--- src/rtl/serial_sync_ctrl.sv ---
// serial_sync_ctrl
//   Byte-boundary synchroniser for the serial receive lane. It finds the comma
//   symbol at any bit offset in the incoming bit stream and locks the byte
//   boundary after LOCK_COUNT aligned commas. While locked it delivers aligned
//   non-comma bytes. It drops lock on comma starvation (MAX_GAP data bytes in a
//   row) or when LOSS_COUNT off-boundary commas have been seen.
//
// Ports
//   clk_32f     in   bit clock, all logic on posedge
//   reset       in   asynchronous active-low reset
//   data_in     in   serial bit, MSB first
//   active      out  high while locked
//   valid_out   out  one-cycle pulse, data_out carries a new data byte
//   byte_strb   out  one-cycle pulse on every locked byte boundary
//   data_out    out  last delivered data byte, held between pulses
//   sync_state  out  00 search, 01 count, 10 locked
//   loss_count  out  number of lock losses, saturating at 255
//
// state      | meaning
// -----------+-----------------------------------------------------------
// ST_SEARCH  | hunting for a comma at any bit offset
// ST_COUNT   | candidate boundary found, counting aligned commas
// ST_LOCKED  | boundary locked, delivering bytes, watching for loss
// ST_BAD     | unused encoding, falls back to ST_SEARCH
module serial_sync_ctrl #(
   parameter logic [7:0]  COMMA      = 8'hBC,
   parameter int unsigned LOCK_COUNT = 4,
   parameter int unsigned MAX_GAP    = 16,
   parameter int unsigned LOSS_COUNT = 4
) (
   input  logic       clk_32f,
   input  logic       reset,
   input  logic       data_in,
   output logic       active,
   output logic       valid_out,
   output logic       byte_strb,
   output logic [7:0] data_out,
   output logic [1:0] sync_state,
   output logic [7:0] loss_count
);

   localparam int CCW = $clog2(LOCK_COUNT + 1);
   localparam int GCW = $clog2(MAX_GAP + 1);
   localparam int MCW = $clog2(LOSS_COUNT + 1);

   localparam logic [CCW-1:0] LOCK_TC = CCW'(LOCK_COUNT);
   localparam logic [GCW-1:0] GAP_TC  = GCW'(MAX_GAP);
   localparam logic [MCW-1:0] MIS_TC  = MCW'(LOSS_COUNT);

   typedef enum logic [1:0] {
      ST_SEARCH = 2'b00,
      ST_COUNT  = 2'b01,
      ST_LOCKED = 2'b10,
      ST_BAD    = 2'b11
   } state_t;

   state_t           state, state_nxt;
   logic [6:0]       sr, sr_nxt;
   logic [2:0]       bit_cnt, bit_cnt_nxt;
   logic [CCW-1:0]   comma_cnt, comma_cnt_nxt, comma_inc;
   logic [GCW-1:0]   gap_cnt, gap_cnt_nxt, gap_inc;
   logic [MCW-1:0]   mis_cnt, mis_cnt_nxt, mis_inc;
   logic             active_nxt, valid_nxt, strb_nxt;
   logic [7:0]       data_nxt, loss_nxt;
   logic [7:0]       w;
   logic             boundary, is_comma, lose;

   always_comb begin
      w             = {sr, data_in};
      boundary      = (bit_cnt == 3'd7);
      is_comma      = (w == COMMA);
      comma_inc     = comma_cnt + CCW'(1);
      gap_inc       = gap_cnt + GCW'(1);
      mis_inc       = mis_cnt + MCW'(1);

      state_nxt     = state;
      sr_nxt        = w[6:0];
      bit_cnt_nxt   = bit_cnt + 3'd1;
      comma_cnt_nxt = comma_cnt;
      gap_cnt_nxt   = gap_cnt;
      mis_cnt_nxt   = mis_cnt;
      active_nxt    = active;
      valid_nxt     = 1'b0;
      strb_nxt      = 1'b0;
      data_nxt      = data_out;
      loss_nxt      = loss_count;
      lose          = 1'b0;

      case (state)
         ST_SEARCH: begin
            if (is_comma) begin
               // restart the byte phase so the next boundary lands 8 bits on
               bit_cnt_nxt   = 3'd0;
               comma_cnt_nxt = CCW'(1);
               if (LOCK_COUNT == 1) begin
                  state_nxt  = ST_LOCKED;
                  active_nxt = 1'b1;
               end else begin
                  state_nxt  = ST_COUNT;
               end
            end
         end
         ST_COUNT: begin
            if (boundary) begin
               if (is_comma) begin
                  comma_cnt_nxt = comma_inc;
                  if (comma_inc == LOCK_TC) begin
                     state_nxt  = ST_LOCKED;
                     active_nxt = 1'b1;
                  end
               end else begin
                  comma_cnt_nxt = '0;
                  state_nxt     = ST_SEARCH;
               end
            end
         end
         ST_LOCKED: begin
            if (boundary) begin
               strb_nxt = 1'b1;
               if (is_comma) begin
                  gap_cnt_nxt = '0;
                  mis_cnt_nxt = '0;
               end else begin
                  // the byte that exhausts the gap budget is still delivered
                  data_nxt    = w;
                  valid_nxt   = 1'b1;
                  gap_cnt_nxt = gap_inc;
                  lose        = (gap_inc == GAP_TC);
               end
            end else if (is_comma) begin
               mis_cnt_nxt = mis_inc;
               lose        = (mis_inc == MIS_TC);
            end
         end
         default: begin
            state_nxt     = ST_SEARCH;
            active_nxt    = 1'b0;
            comma_cnt_nxt = '0;
            gap_cnt_nxt   = '0;
            mis_cnt_nxt   = '0;
         end
      endcase

      if (lose) begin
         state_nxt     = ST_SEARCH;
         active_nxt    = 1'b0;
         comma_cnt_nxt = '0;
         gap_cnt_nxt   = '0;
         mis_cnt_nxt   = '0;
         if (loss_count != 8'hFF) begin
            loss_nxt = loss_count + 8'd1;
         end
      end
   end

   always_ff @(posedge clk_32f or negedge reset) begin
      if (!reset) begin
         state      <= ST_SEARCH;
         sr         <= '0;
         bit_cnt    <= '0;
         comma_cnt  <= '0;
         gap_cnt    <= '0;
         mis_cnt    <= '0;
         active     <= 1'b0;
         valid_out  <= 1'b0;
         byte_strb  <= 1'b0;
         data_out   <= '0;
         loss_count <= '0;
      end else begin
         state      <= state_nxt;
         sr         <= sr_nxt;
         bit_cnt    <= bit_cnt_nxt;
         comma_cnt  <= comma_cnt_nxt;
         gap_cnt    <= gap_cnt_nxt;
         mis_cnt    <= mis_cnt_nxt;
         active     <= active_nxt;
         valid_out  <= valid_nxt;
         byte_strb  <= strb_nxt;
         data_out   <= data_nxt;
         loss_count <= loss_nxt;
      end
   end

   assign sync_state = state;

endmodule

--- config.mk ---
export PLATFORM = sky130hd
export DESIGN_NAME = serial_sync_ctrl
export DESIGN_NICKNAME = d
export VERILOG_FILES = /design/src/rtl/serial_sync_ctrl.sv
export SDC_FILE = /design/constraint.sdc
export NUM_CORES = 1
export LEC_CHECK = 0
export ABC_CLOCK_PERIOD_IN_PS = 2450
export BUFFER_PORTS_ARGS = -buffer_cell sky130_fd_sc_hd__buf_4
export CAP_MARGIN = 25
export CORE_MARGIN = 1.5
export CORE_UTILIZATION = 55
export CTS_CLUSTER_DIAMETER = 100
export DETAILED_ROUTE_END_ITERATION = 12
export PLACE_DENSITY = 0.77
export RECOVER_POWER = 100
export SYNTH_ARGS = -nofsm -noshare
export SYNTH_HDL_FRONTEND = slang
export SYNTH_SLANG_ARGS = --single-unit
--- constraint.sdc ---
create_clock -name clk_32f -period 2.45 [get_ports clk_32f]
set_clock_uncertainty 0.05 [all_clocks]
set_input_delay 0.245 -clock clk_32f [delete_from_list [all_inputs] [get_ports clk_32f]]
set_output_delay 0.245 -clock clk_32f [all_outputs]
set_load 0.05 [all_outputs]
## Word level (Yosys, flattened, before mapping)

Index checks and enable logic that the tools add are counted.

- Flip-flop bits (word level): 42
- Input port bits: 3
- Output and inout bits: 21
- Word-level logic and storage cells: 81

- $add $sub $neg: 5
- Eq/ne operators: 18
- Mux-type cells: 36
- Bitwise gates (word level): 1
- Reductions and logical operators: 10

Operator list:

| kind | number |
|---|---|
| 2-to-1 mux 3 bit | 10 |
| != test 3 bit (second input constant) | 6 |
| 2-to-1 mux 5 bit | 3 |
| 2-to-1 mux 1 bit | 13 |
| 2-to-1 mux 2 bit | 5 |
| case mux 5 bit (2 select lines) | 1 |
| adder 3 x 1 -> 3 bit (second input constant) | 3 |
| == test 3 bit (second input constant) | 3 |
| case mux 3 bit (3 select lines) | 1 |
| adder 8 x 1 -> 8 bit (second input constant) | 1 |
| == test 8 bit (second input constant) | 1 |
| != test 8 bit (second input constant) | 1 |
| AND reduction 4 bit | 2 |
| case mux 2 bit (3 select lines) | 1 |
| case mux 3 bit (2 select lines) | 1 |
| AND reduction 2 bit | 3 |
| AND reduction 3 bit | 2 |
| adder 5 x 1 -> 5 bit (second input constant) | 1 |
| == test 5 bit (second input constant) | 1 |
| != test 2 x 1 -> 1 bit (second input constant) | 2 |
| != test 4 bit (second input constant) | 1 |
| OR reduction 2 bit | 2 |
| == test 2 x 1 -> 1 bit (second input constant) | 1 |
| == test 2 bit (second input constant) | 1 |
| other kinds (4) | 4 |

## Logic depth before layout (Yosys ltp)

Gate-level depths: netlist (run 1).

- Word-level depth: 7
- Mapped depth: 7
- Mapped depth without buffers: 7

## Worst setup path after synthesis (run 1)

No wires, ideal clock.

- Kind: flip-flop to flip-flop
- Start point: register loss_count[0]
- End point: register loss_count[1]
- Library setup time: 0.125 ns
- Data arrival time: 2.141 ns
- Required time: 2.275 ns
- Slack: 0.134 ns
- Cell stages (with the launch flop): 7
- Path buffers: 0
- Period minus slack after synthesis: 2.316 ns
- Cell sequence: dfrtp_1 -> ha_1 -> nand2_1 -> or3_1 -> o21ai_1 -> nor2_2 -> mux2_4

- Longest elaborated chain between the ends: 2
- Elaborated cells between the ends (all ways): 3
- Those cells by class: add/sub: 1; eq/ne: 1; reduce/logical: 1

Ends and longest elaborated chain:

| element | RTL line | source |
|---|---|---|
| from (decl) | 39 | `output logic [7:0] loss_count` |
| from (signal assigned) | 180 | `loss_count <= loss_nxt;` |
| branches (longest 2 deep; another with adder 8 x 1 -> 8 bit) | - |  |

Parallel ways; which one is timed is not known.
A chain may end at the register's enable or synchronous reset.

## Final worst setup path (run 1)

- Start point: register sr[5]
- End point: register data_out[5]

- Longest elaborated chain between the ends: 3

Ends and longest elaborated chain:

| element | RTL line | source |
|---|---|---|
| from (decl) | 58 | `logic [6:0] sr, sr_nxt;` |
| from (signal assigned) | 171 | `sr <= sr_nxt;` |
| == test 8 bit | 71 | `is_comma = (w == COMMA);` |
| NOT 1 bit (no source line) | - |  |
| AND reduction 3 bit (no source line) | - |  |
| to (signal assigned) | 179 | `data_out <= data_nxt;` |
| to (decl) | 37 | `output logic [7:0] data_out,` |

No other way between the ends.

==> flow_metrics.tcl, run 1 <==
set metrics [dict create \
    tightest_slew_ns 1.01 \
    ioPinCount 24 \
    drt_first_pass_iters 4 \
    power.density_cell_area_nw_per_um2 647 \
    fin_hold_ws_ns 0.0803 \
    setup.worst_path.start "sr[5]" \
    clock_latency_ns 0.30 \
    status "finished clean" \
    routedWlPerCell_um 16.3 \
    layout_min_cycle_time_ns 2.31 \
    synth_edf_count 0 \
    crit_required_ns 2.58 \
    synthFlopType "dfrtp_1" \
    cap_violations 0 \
    stdcell_count 262 \
    rsz0062_at_grt "false" \
    min_path_type "input pin to register" \
    core_area_um2 3440 \
    route.detailed.drc 0 \
    cpLargestDelayFamily "simple AND/OR/NAND/NOR gates" \
    ys.warnings.count 0 \
    slowest_stage "or4b_4" \
    fin_nets 227 \
    fp-row-count 21 \
    layout_common_cells "42 x dfrtp_1, 23 x clkbuf_1, 18 x nand2_1, 10 x nor2_1" \
    antenna_found_initial 0 \
    finalHoldViolCount 0 \
    synth_area_per_cell_um2 11.2 \
    r2r-start "sr[5]" \
    place_congestion 0.806 \
    grt_pass1_vias 1595 \
    synth_seq_cells 42 \
    wirelength_um 4270 \
    crit_type "register to register" \
    setup_viol 0 \
    drive_above_1_share_pct 13.4 \
    synthToLayoutAreaGrowth_pct 12.6 \
    power.leakage_nw 1.10 \
    htreeDepth 2 \
    cp_max_fo 10 \
    grt-ovfl-total 0 \
    hpwl_um 2920 \
    synthCells 182 \
    yosysSeqAreaShare_pct 51.5 \
    final_common_cell "dfrtp_1" \
    grt_util_all_layers_pct 23.8 \
    hold_start "data_in" \
    cts_sinks 42 \
    clockBufferDepth 2 \
    drt-initial-drc-count 54 \
    start_util_pct 59.3 \
    fmax_mhz 432 \
    slew_headroom_pct 32.4 \
    maxSlewViolCount 0 \
    crit_path_cell_trace "or4b_4 > or2_0 > buf_4 > nand2_1 > mux2_2" \
    die_area_um2 4090 \
    cts_made_buffers 5 \
    synth_area_leader_cell "dfrtp_1" \
    ys_types 47 \
    die_w_um 63.9 \
    tritoncts "built" \
    yosysTopAreaCellShare_pct 51.5 \
    async_flop_share_pct 100 \
    final_util_pct 66.8 \
    cp.buffers_inverters 1 \
    via_per_inst 5.91 \
    endpoint_kind "register" \
    dp_cells 253 \
    portBuffers 23 \
    grt_max_degree 43 \
    crit_path_start_kind "register" \
    ant_nets 0 \
    die_y_um 63.9 \
    vdd_drop_max_mv 0.518 \
    diodes 0 \
    netlist_area_um2 2040 \
    cts-root-buf "clkbuf_8" \
    slowest_delay_ns 0.58 \
    synth_fp_nets 194 \
    cp.arrival_ns 2.44 \
    fin_setup_tns_ns 0 \
    vias 1549 \
    clk_pin_slew_ns 0.08 \
    ys_top_cells_by_area "dfrtp_1 51%, ha_1 5.5%, mux2_2 3.3%, nand2_1 3.1%, xor2_1 2.6%" \
    grt_pass1_wl_um 7500 \
    post-route-period-util_pct 94.4 \
]
## synth_stat cells, drive strengths merged (2+ instances only)
master	n
o31ai	2
a32oi	2
xor2	6
xnor2	4
nand2	19
dfrtp	42
nor2b	3
nand3	2
nor2	10
ha	9
o22ai	6
a21oi	8
buf	4
nor3	6
nor4b	4
a22o	3
o21ai	7
and3	3
inv	9
clkbuf	3
nand2b	3
nand4	3
mux2	7
nor4	2
a21boi	2
## flip-flops by register name (all words and copies together), names as in the netlist
register    cells
active          1
sync_state      2
comma_cnt       3
gap_cnt         5
data_out        8
sr              7
valid_out       1
loss_count      8
bit_cnt         3
mis_cnt         3
byte_strb       1
## cell type report
| cell class | count | area (um^2) |
|---|---|---|
| Inverter | 9 | 33.8 |
| Fill cell | 285 | 1140 |
| Clock buffer | 5 | 68.8 |
| Sequential cell | 42 | 1050 |
| Clock inverter | 3 | 43.8 |
| Tap cell | 46 | 57.6 |
| Timing Repair Buffer | 33 | 161 |
| Multi-Input combinational cell | 124 | 883 |
## where the power goes
group	switching [mW]	total, mW	internal [mW]
sequential	0.0393	0.775	0.736
combinational	0.0914	0.169	0.0778
clock	0.240	0.545	0.305
## worst register-to-register path, stage by stage, from the launching register on
cell	delay (ns)
dfrtp_1	0.42
or4b_4	0.58
or2_0	0.28
buf_4	0.18
nand2_1	0.28
mux2_2	0.39
## through the flow
step / area (um^2) / setup slack [ns] / power, mW
after floorplan: 2040 / 0.134 / 0.895
after global placement: 2300 / 0.311 / 0.935
after detailed placement: 2300 / 0.238 / 0.954
after CTS: 2420 / 0.178 / 1.51
after global routing: 2300 / 0.0316 / 1.57
final: 2300 / 0.138 / 1.49
## cell families (layout without fill, tap and decap cells)
| group | Yosys count | in the layout | share of synthesized area, % |
|---|---|---|---|
| compound gates | 37 | 37 | 13.6 |
| xor+xnor | 10 | 10 | 4.29 |
| fa+ha+maj | 9 | 9 | 5.51 |
| buf+inv | 16 | 50 | 3.80 |
| flops | 42 | 42 | 51.5 |
| mux | 7 | 7 | 4.04 |
| simple gates | 61 | 61 | 17.3 |
## metal layers
layer  GRT usage [%]  wire length, um  up-vias
li1                -                -      718
met1            28.9             1800      784
met2            39.5             2170       31
met3            5.63              136       16
met4            12.2              154        0
met5               0                0        -
## path summary, 6_finish.rpt
kind                               end  slack, ns  cells after the start
hold / removal                   sr[0]       0.08                      1
min in group asynchronous   mis_cnt[1]       0.60                      2
max in group asynchronous        sr[1]       1.14                      2
hold reg to reg                  sr[5]       0.35                      0
setup / recovery           data_out[5]       0.14                      5
setup reg to reg           data_out[5]       0.14                      5
## repair_timing
action | CTS | global route
hold endpoints to repair | 42 | 0
hold buffers | 1 | 0
buffers inserted | 0 | 0
resized for setup | 0 | 0
No activity file was read; power rests on OpenSTA's default activity.
==> run 2, diff against run 1 <==
ABC_CLOCK_PERIOD_IN_PS = 2900   (was 2450)
SETUP_SLACK_MARGIN = 0.3   (was not set)
clock period = 2.9 ns   (was 2.45 ns; I/O delays follow)
==> flow_metrics.tcl, run 2 (synthesis results as in run 1) <==
set metrics [dict create \
    grt_pass1_wl_um 6600 \
    wirelength_um 3840 \
    min_path_type "input pin to register" \
    slowest_delay_ns 0.64 \
    crit_path_start_kind "register" \
    crit_type "register to register" \
    grt_pass1_vias 1419 \
    cts-root-buf "clkbuf_8" \
    post-route-period-util_pct 83.0 \
    endpoint_kind "register" \
    start_util_pct 59.3 \
    ioPinCount 24 \
    cap_violations 0 \
    rsz0062_at_grt "false" \
    place_congestion 0.835 \
    grt-ovfl-total 0 \
    fin_setup_tns_ns 0 \
    grtUsageMet3_pct 5.28 \
    ctsResizeCount 0 \
    met1_usage_pct 27.4 \
    clock_latency_ns 0.30 \
    grt_max_degree 43 \
    cts_sinks 42 \
    status "finished clean" \
    cp.arrival_ns 2.54 \
    hpwl_um 2700 \
    core_area_um2 3440 \
    fin_nets 221 \
    reg_top3 "data_out x8, loss_count x8, sr x7" \
    cts_made_buffers 5 \
    die_area_um2 4090 \
    diodes 0 \
    layout_common_cells "42 x dfrtp_1, 23 x clkbuf_1, 19 x nand2_1, 10 x nor2_1" \
    power.leakage_nw 1.05 \
    htreeDepth 2 \
    drt-initial-drc-count 106 \
    route.detailed.drc 0 \
    crit_path_frequent_cell "nand2_1" \
    via_per_inst 5.65 \
    synthToLayoutAreaGrowth_pct 9.13 \
    vdd_drop_max_mv 0.295 \
    portBuffers 23 \
    vias 1446 \
    die_w_um 63.9 \
    slowest_stage "clkbuf_1" \
    routedWlPerCell_um 15.0 \
    cp_max_fo 18 \
    nFillCells 314 \
    power.density_cell_area_nw_per_um2 528 \
    antenna_found_initial 0 \
    layout_min_cycle_time_ns 2.41 \
    die_y_um 63.9 \
    grt_use_met2_pct 34.1 \
    busiest_layer "met2" \
    fp-row-count 21 \
    power.total_mw 1.18 \
    finalHoldViolCount 0 \
    grt_util_all_layers_pct 21.1 \
    clk_pin_slew_ns 0.08 \
    clockBufferDepth 2 \
    fmax_mhz 415 \
    tightest_slew_ns 1.01 \
    slew_headroom_pct 32.3 \
    final_common_cell "dfrtp_1" \
    maxSlewViolCount 0 \
    drive_above_1_share_pct 10.5 \
    crit_path_cell_trace "clkbuf_1 > nand2_1 > nor2_1 > nand2_1 > mux2_2" \
    drt_first_pass_iters 4 \
    crit_required_ns 3.03 \
    ant_nets 0 \
    setup_viol 0 \
    tritoncts "built" \
    final_util_pct 64.7 \
]
-- run 2: cell types whose count changed in the layout (fill, tap and decap cells not counted), sizes merged --
cell	change
clkbuf	+1
buf	-6
inv	-1
bufinv	-1
clkinvlp	+1
-- run 2: stage by stage --
stage | std cells | setup WS, ns | cell area, um^2 | hold slack [ns]
after floorplan | 182 | 0.584 | 2040 | -0.0556
after global placement | 247 | 0.555 | 2250 | 0.242
after detailed placement | 247 | 0.483 | 2250 | 0.255
after CTS | 256 | 0.474 | 2360 | 0.0547
after global routing | 256 | 0.293 | 2230 | 0.0713
final | 256 | 0.492 | 2230 | 0.0749
-- run 2: layout make-up --
type / count / area, um^2 / share of cell area [%]
clock buffer: 6 / 82.6 / 3.71
sequential: 42 / 1050 / 47.2
inverter: 9 / 33.8 / 1.52
clock inverter: 2 / 12.5 / 0.561
timing repair buffer: 27 / 116 / 5.22
multi-input combinational: 124 / 875 / 39.2
tap: 46 / 57.6 / 2.58
-- run 2: report_power, final --
part	total (mW)	internal [mW]	switching [mW]
logic	0.137	0.0631	0.0734
clock network	0.387	0.191	0.196
registers	0.652	0.622	0.0307
-- run 2: critical path: cells and delay by family, from the launching register on --
| kind | cells | cell delay, ns |
|---|---|---|
| buffers and inverters | 1 | 0.64 |
| flip-flops | 1 | 0.34 |
| multiplexers | 1 | 0.36 |
| AND/OR/NAND/NOR | 3 | 0.89 |
-- run 2: repair_timing --
item,4_1_cts,5_1_grt
hold buffers,1,0
endpoints found under the hold margin,42,0
setup buffers,0,0
-- run 2: metal layers --
metal / vias up / part of all wire [%]
met2: 22 / 49
met4: 0 / 1.7
li1: 696 / -
met1: 721 / 46
met3: 7 / 3.0
met5: - / 0
-- run 2: worst paths after layout --
kind / startpoint / cells after the start / slack, ns / to
min: data_in / 1 / 0.07 / sr[0]
max in group asynchronous: reset / 2 / 1.53 / data_out[7]
min in group asynchronous: reset / 2 / 0.65 / gap_cnt[4]
min reg2reg: sr[4] / 0 / 0.35 / sr[5]
max reg2reg: sync_state[1] / 5 / 0.49 / data_out[2]
max: sync_state[1] / 5 / 0.49 / data_out[2]
==> run 3, diff against run 2 <==
ABC_CLOCK_PERIOD_IN_PS = 2460   (was 2900)
clock period = 2.46 ns   (was 2.9 ns; I/O delays follow)
==> flow_metrics.tcl, run 3 (synthesis results as in run 1) <==
set metrics [dict create \
    power_frac_clock_pct 36.3 \
    die_w_um 63.9 \
    portBuffers 23 \
    start_util_pct 59.3 \
    status "finished clean" \
    clockBufferDepth 2 \
    drt_first_pass_iters 4 \
    reg2reg_slack_ns 0.26 \
    layout_common_cells "40 x dfrtp_1, 26 x clkbuf_1, 18 x nand2_1, 10 x nor2_1, 9 x inv_1" \
    htreeDepth 2 \
    grt-ovfl-total 0 \
    power.density_cell_area_nw_per_um2 616 \
    setup_viol 0 \
    rsz0062_at_grt "true" \
    antenna_found_initial 0 \
    wirelength_um 4340 \
    reg_top3 "data_out x8, loss_count x8, sr x7" \
    grt_pass1_vias 1499 \
    cp.arrival_ns 2.38 \
    hpwl_um 2840 \
    layout_min_cycle_time_ns 2.20 \
    post-route-period-util_pct 89.6 \
    cts_sinks 42 \
    cts_made_buffers 5 \
    finalHoldViolCount 0 \
    crit_required_ns 2.64 \
    vdd_drop_max_mv 0.401 \
    switching_share_pct 24.1 \
    clk_pin_slew_ns 0.08 \
    reg2regPathDepth 8 \
    ant_nets 0 \
    die_y_um 63.9 \
    clock_latency_ns 0.30 \
    crit_path_start_kind "register" \
    r2r-end "loss_count[7]" \
    crit_path_cell_trace "ha_1 > ha_1 > and3_1 > a32oi_4 > buf_12 > buf_6 > nor4_2 > xor2_1" \
    min_path_type "input pin to register" \
    grt_pass1_wl_um 7270 \
    place_congestion 0.845 \
    route.detailed.drc 0 \
    r2r-start "bit_cnt[0]" \
    holdPathEnd "sr[0]" \
    fmax_mhz 454 \
    tightest_slew_ns 0.996 \
    seq_power_share_pct 52.9 \
    final_util_pct 69.2 \
    cap_violations 0 \
    fp-row-count 21 \
    cts-root-buf "clkbuf_8" \
    diodes 0 \
    cp.buffers_inverters 2 \
    grt_util_all_layers_pct 23.4 \
    hold_depth 1 \
    slowest_stage "ha_1" \
    synthToLayoutAreaGrowth_pct 16.7 \
    core_area_um2 3440 \
    fin_nets 229 \
    power.leakage_nw 1.12 \
    nFillCells 282 \
    hold_start "data_in" \
    fin_setup_tns_ns 0 \
    slew_headroom_pct 33.6 \
    routedWlPerCell_um 16.4 \
    crit_type "register to register" \
    combPwrFrac_pct 10.9 \
    tritoncts "built" \
    final_common_cell "dfrtp_1" \
    cp_max_fo 8 \
    slowest_delay_ns 0.38 \
    drt-initial-drc-count 108 \
    maxSlewViolCount 0 \
    crit_path_frequent_cell "ha_1" \
    via_per_inst 5.88 \
    die_area_um2 4090 \
    grt_max_degree 43 \
    p_int_mw 1.11 \
    cpLargestDelayFamily "simple AND/OR/NAND/NOR gates" \
    p_sw_mw 0.354 \
    drive_above_1_share_pct 17.4 \
    endpoint_kind "register" \
    vias 1551 \
    ioPinCount 24 \
]
run 3: power groups by stage:
stage / registers (mW) / clock network (mW) / logic [mW]
global route: 0.782 / 0.565 / 0.186
floorplan: 0.779 / 0 / 0.112
CTS: 0.775 / 0.540 / 0.164
detailed placement: 0.788 / 0 / 0.161
global placement: 0.785 / 0 / 0.148
finish: 0.775 / 0.532 / 0.160
run 3: metal layers:
layer | track usage (%) | vias to the layer above | part of all wire, %
met5 | 0 | - | 0
li1 | - | 719 | -
met3 | 5.11 | 9 | 4.2
met2 | 37.6 | 42 | 51
met1 | 30.9 | 781 | 43
met4 | 8.97 | 0 | 2.4
run 3: per-stage QoR:
step | power (mW) | cell area, um^2 | hold WS, ns | setup slack, ns | std cells
2_1_floorplan | 0.892 | 2040 | -0.0996 | 0.307 | 182
3_3_place_gp | 0.932 | 2280 | 0.198 | 0.230 | 251
3_5_place_dp | 0.949 | 2280 | 0.205 | 0.165 | 251
4_1_cts | 1.48 | 2450 | 0.0234 | 0.280 | 263
5_1_grt | 1.53 | 2380 | 0.0620 | 0.151 | 264
6_report | 1.47 | 2380 | 0.0713 | 0.256 | 264
run 3: timing repair:
item | 4_1_cts | 5_1_grt
endpoints found under the setup margin | 14 | 17
gates resized for setup | 6 | 7
pin swaps | 4 | 4
setup buffers | 3 | 1
hold buffers | 1 | 0
gates cloned | 0 | 0
hold endpoints to repair | 42 | 0
run 3: worst max-delay path by stage:
stage / start / end / cells after the start
detailed placement: sr[5] / loss_count[1] / 5
floorplan: loss_count[0] / loss_count[1] / 6
global route: bit_cnt[0] / loss_count[7] / 8
finish: bit_cnt[0] / loss_count[7] / 8
global placement: sr[5] / loss_count[1] / 5
CTS: sr[0] / loss_count[1] / 6
run 3: worst reg2reg max path, stage by stage (launching register included):
cell	delay, ns
dfrtp_1	0.36
ha_1	0.17
ha_1	0.38
and3_1	0.31
a32oi_4	0.13
buf_12	0.16
buf_6	0.12
nor4_2	0.30
xor2_1	0.17
run 3: final cells by class:
cell class	instances	area [um^2]	area share, %
clock inverters	1	30.0	1.26
well taps	46	57.6	2.42
inverters	9	33.8	1.42
clock buffers	7	76.3	3.20
flip-flops and latches	42	1050	44.2
repair buffers	35	193	8.09
multi-input cells	124	938	39.4
